<file path="config.mk">
export PLATFORM = sky130hd
export DESIGN_NAME = moore_run_detector
export DESIGN_NICKNAME = d
export VERILOG_FILES = /design/src/rtl/seq_det_pkg.sv /design/src/rtl/sat_counter.sv /design/src/rtl/moore_run_detector.sv
export SDC_FILE = /design/constraint.sdc
export NUM_CORES = 1
export LEC_CHECK = 0
export ABC_CLOCK_PERIOD_IN_PS = 5100
export CORE_MARGIN = 4
export CORE_UTILIZATION = 50
export DETAILED_ROUTE_END_ITERATION = 12
export PLACE_DENSITY_LB_ADDON = 0.1
export SLEW_MARGIN = 20
export SYNTH_ARGS = -nofsm -noshare
export SYNTH_HDL_FRONTEND = slang
export SYNTH_SLANG_ARGS = --single-unit
</file>
<file path="constraint.sdc">
create_clock -name clock -period 5.1 [get_ports clock]
set_input_delay 0.765 -clock clock [delete_from_list [all_inputs] [get_ports clock]]
set_output_delay 0.765 -clock clock [all_outputs]
set_load 0.01 [all_outputs]
</file>
<file path="src/rtl/seq_det_pkg.sv">
// Shared constants and width helpers for the serial sequence detectors.
package seq_det_pkg;

  localparam int unsigned DefRunLen = 3;
  localparam logic        DefTarget = 1'b0;

  // Width needed to hold a run counter spanning 0..run_len.
  function automatic int unsigned state_width(input int unsigned run_len);
    return (run_len < 2) ? 1 : $clog2(run_len + 1);
  endfunction

endpackage

</file>
<file path="src/rtl/sat_counter.sv">
// Saturating event counter with a sticky saturation flag and synchronous clear.
module sat_counter #(
  parameter int unsigned W = 8
) (
  input  logic         clock,
  input  logic         reset,
  input  logic         clear,
  input  logic         inc,
  output logic [W-1:0] count,
  output logic         sat
);

  localparam logic [W-1:0] CountMax = {W{1'b1}};

  logic [W-1:0] count_q, count_d;
  logic         sat_q, sat_d;

  always_ff @(posedge clock or negedge reset) begin
    if (!reset) begin
      count_q <= '0;
      sat_q   <= 1'b0;
    end else begin
      count_q <= count_d;
      sat_q   <= sat_d;
    end
  end

  always_comb begin
    count_d = count_q;
    sat_d   = sat_q;
    if (clear) begin
      count_d = '0;
      sat_d   = 1'b0;
    end else begin
      if (inc && (count_q != CountMax)) count_d = count_q + W'(1);
      sat_d = sat_q | (count_d == CountMax);
    end
  end

  assign count = count_q;
  assign sat   = sat_q;

endmodule

</file>
<file path="src/rtl/moore_run_detector.sv">
// Moore detector for runs of RUN_LEN consecutive TARGET bits on a serial input,
// with overlap selection and a saturating detection counter.
module moore_run_detector
  import seq_det_pkg::*;
#(
  parameter int unsigned RUN_LEN = DefRunLen,
  parameter logic        TARGET  = DefTarget,
  parameter int unsigned CNT_W   = 8
) (
  input  logic                               clock,
  input  logic                               reset,
  input  logic                               en,
  input  logic                               clear,
  input  logic                               overlap,
  input  logic                               x_in,
  output logic [state_width(RUN_LEN)-1:0]    y_out,
  output logic                               detect,
  output logic [CNT_W-1:0]                   det_count,
  output logic                               cnt_sat
);

  localparam int unsigned        STATE_W = state_width(RUN_LEN);
  localparam logic [STATE_W-1:0] RunMax  = STATE_W'(RUN_LEN);

  logic [STATE_W-1:0] run_q, run_d;
  logic               hit;

  always_ff @(posedge clock or negedge reset) begin
    if (!reset) run_q <= '0;
    else        run_q <= run_d;
  end

  always_comb begin
    run_d = run_q;
    if (clear) begin
      run_d = '0;
    end else if (en) begin
      if (x_in != TARGET)     run_d = '0;
      else if (run_q != RunMax) run_d = run_q + STATE_W'(1);
      // A completed run either slides or restarts with the current bit as its first.
      else                    run_d = overlap ? RunMax : STATE_W'(1);
    end
  end

  assign hit = !clear && en && (run_d == RunMax);

  always_comb begin
    y_out  = run_q;
    detect = (run_q == RunMax);
  end

  sat_counter #(
    .W (CNT_W)
  ) u_sat_counter (
    .clock (clock),
    .reset (reset),
    .clear (clear),
    .inc   (hit),
    .count (det_count),
    .sat   (cnt_sat)
  );

endmodule
</file>
==> impl_metrics.csv <==
group,metric,value,unit
grt,grt_usage,0.158,
detailed_routing,drtAntennaViolNets,0,
floorplan,core_area,0.00149,mm2
floorplan,die_y,47.6,um
run_status,status,"complete, no violations",
floorplan,die_x,47.6,um
worst_hold_path,worstHoldPathType,"flip-flop to flip-flop",
floorplan,rows,14,
clocking,cts_sinks,11,
sta,timing.slew.headroom,0.662,
grt,antenna_found_initial,0,
clocking,tritoncts,"done",
detailed_routing,drt-initial-drc-count,12,
power,power_density,172,mW/mm2
cells_and_area,synthToLayoutAreaGrowth,22.6,%
sta,finalHoldViolCount,0,
grt,grt_pass1_vias,565,
place,io_buffers,17,
place,place.gp.congestion,0.868,
detailed_routing,wl_per_cell,14.4,um
sta,fin_setup_tns,0,ns
logic_synthesis,ys_types,35,
floorplan,dieArea,0.00227,mm2
clocking,cts_buffers,3,
job,cap_violations,0,
cells_and_area,layoutNonFillerInstCount,113,
logic_synthesis,synth-seq-area-share,0.350,
sta,rsz0062_at_grt,"no",
logic_synthesis,synthesis.nets,89,
clocking,htree_levels,1,
power,irDropWorstVdd,0.000117,V
place,dp_cells,109,
power,p_total,0.000166,W
logic_synthesis,synth_area,786,um2
sta,setup_viol_count_final,0,
clocking,postCtsSetupBuffers,0,
worst_setup_path,reg2regPathDepth,5,
worst_setup_path,worst_setup_path_start_kind,"input pin",
place,dp_hpwl,1210,um
clocking,cts-root-buf,"clkbuf_4",
detailed_routing,dr_total_vias,641,
clocking,clk_path_buf_depth,2,
worst_setup_path,crit_required,5.25,ns
sta,worst_slack,2.69,ns
clocking,cts_hold_buffers,0,
logic_synthesis,ys_ff_latch,11,
sta,post-route-period-util,0.472,
logic_synthesis,yosys_warnings,0,
logic_synthesis,synth-main-ff-cell,"dfrtp_1",
sta,slew_viol_final,0,
logic_synthesis,synth_edf_count,0,
detailed_routing,via_per_inst,5.67,
worst_setup_path,path_max_fanout,13,
floorplan,initial_core_util,0.528,
clocking,cts-resized-gates,0,
sta,worst_pin_slew,0.506,ns
clocking,clk_latency,0.26,ns
cells_and_area,diodes,0,
logic_synthesis,synth-async-reset-ratio,1.00,
sta,fmax,416,MHz
grt,grt_max_degree,14,
grt,overflow,0,
floorplan,io_pins,18,
worst_setup_path,critical_path_class,"input pin to flip-flop",
cells_and_area,fin_nets,107,
detailed_routing,routed_wl,1630,um
detailed_routing,drt_pass1_iterations,4,
sta,hold_slack,0.491,ns
logic_synthesis,synth_cells,80,
logic_synthesis,synth_top_area_frac,0.350,
grt,grt_first_pass_wirelength,2550,um
logic_synthesis,synth_area_per_cell,9.82,um2
power,leakage,0.368,nW
logic_synthesis,yosys.area.top_type,"dfrtp_1",
place,pre_cts_slack,2.43,ns
cells_and_area,drive_above_1_share,0.124,
worst_setup_path,cp-end-kind,"flip-flop",
worst_setup_path,arrival,2.55,ns
sta,finalClockSkew,0.000914,ns
worst_hold_path,hold_path_depth,2,
detailed_routing,drc_errors,0,
logic_synthesis,synthTopCellsByArea,"dfrtp_1 35%, xnor2_1 5.6%, ha_1 4.8%, nor2_1 4.3%, buf_6 4.3%",
sta,min_period,2.41,ns
clocking,clk_pin_slew_worst_paths,0.07,ns
## layer usage
metal / track usage / vias to the layer above / part of all wire
met5: 0 / - / 0
li1: - / 324 / -
met3: 0.0338 / 2 / 0.056
met2: 0.211 / 22 / 0.43
met4: 0.0591 / 0 / 0.0049
met1: 0.247 / 293 / 0.50
## per-stage QoR
step / util / area, um2
5_1_grt: 0.647 / 963
6_report: 0.647 / 963
2_1_floorplan: - / 786
4_1_cts: 0.647 / 963
3_5_place_dp: 0.629 / 937
3_3_place_gp: 0.629 / 937
## cells in the final DEF (no fill, tap or decap), types with 3 or more instances in the layout
cell type         n
clkdlybuf4s50_1  17
dfrtp_1          11
nor2_1            9
nand2_1           7
xnor2_1           5
inv_1             3
nor3_1            3
ha_1              3
clkbuf_4          3
## area by class of cell
class,count,area (um2)
Fill cell,118,526
Inverter,3,11.3
Multi-Input combinational cell,62,460
Tap cell,16,20.0
Sequential cell,11,275
Clock buffer,4,26.3
Timing Repair Buffer,17,170
## sequential cells by signal, summed over array words and instances, names as in the netlist
| name | flops |
|---|---|
| u_sat_counter.sat | 1 |
| u_sat_counter.count | 8 |
| y_out | 2 |
## worst max-delay path: stages
cell and delay [ns]:
clkdlybuf4s50_1 0.61, nor3_4 0.25, o211ai_4 0.18, or2_4 0.30, a211oi_1 0.32, o41ai_2 0.12
## synth_stat cells, types with 2 or more instances
master and instances:
a211oi_1 2, nand3b_1 2, buf_6 3, nor3_1 3
nor2_1 9, a21oi_1 2, ha_1 3, o41ai_2 2
xnor2_1 5, o21ai_1 2, nand2_1 7, nor3b_1 2
nor4_1 2, dfrtp_1 11, nand3_1 2, o41a_1 2
inv_1 3
## report_power, final
group	switching, W	internal (W)	total [W]
combinational	0.00000890	0.00000798	0.0000169
clock	0.0000295	0.0000303	0.0000597
sequential	0.00000101	0.0000880	0.0000890
## cells by family (layout without fill, tap and decap cells)
logic type,Yosys count,after routing,share of synthesized area
buffers and inverters,7,24,0.0637
adder cells (fa/ha/maj),3,3,0.0478
flip-flops,11,11,0.350
XOR/XNOR,5,5,0.0557
AO/OA/AOI/OAI,15,15,0.180
AND/OR/NAND/NOR,38,38,0.290
multiplexers,1,1,0.0127
## path summary, 6_finish.rpt
kind / startpoint / end / slack (ns)
worst min register to register: u_sat_counter.sat / u_sat_counter.sat / 0.49
min in group asynchronous: reset / u_sat_counter.count[3] / 0.83
worst max register to register: u_sat_counter.count[0] / u_sat_counter.sat / 3.07
worst max-delay path: clear / u_sat_counter.sat / 2.69
max in group asynchronous: reset / u_sat_counter.count[1] / 3.93
worst min-delay path: u_sat_counter.sat / u_sat_counter.sat / 0.49
(Power assumes the default switching activity.)
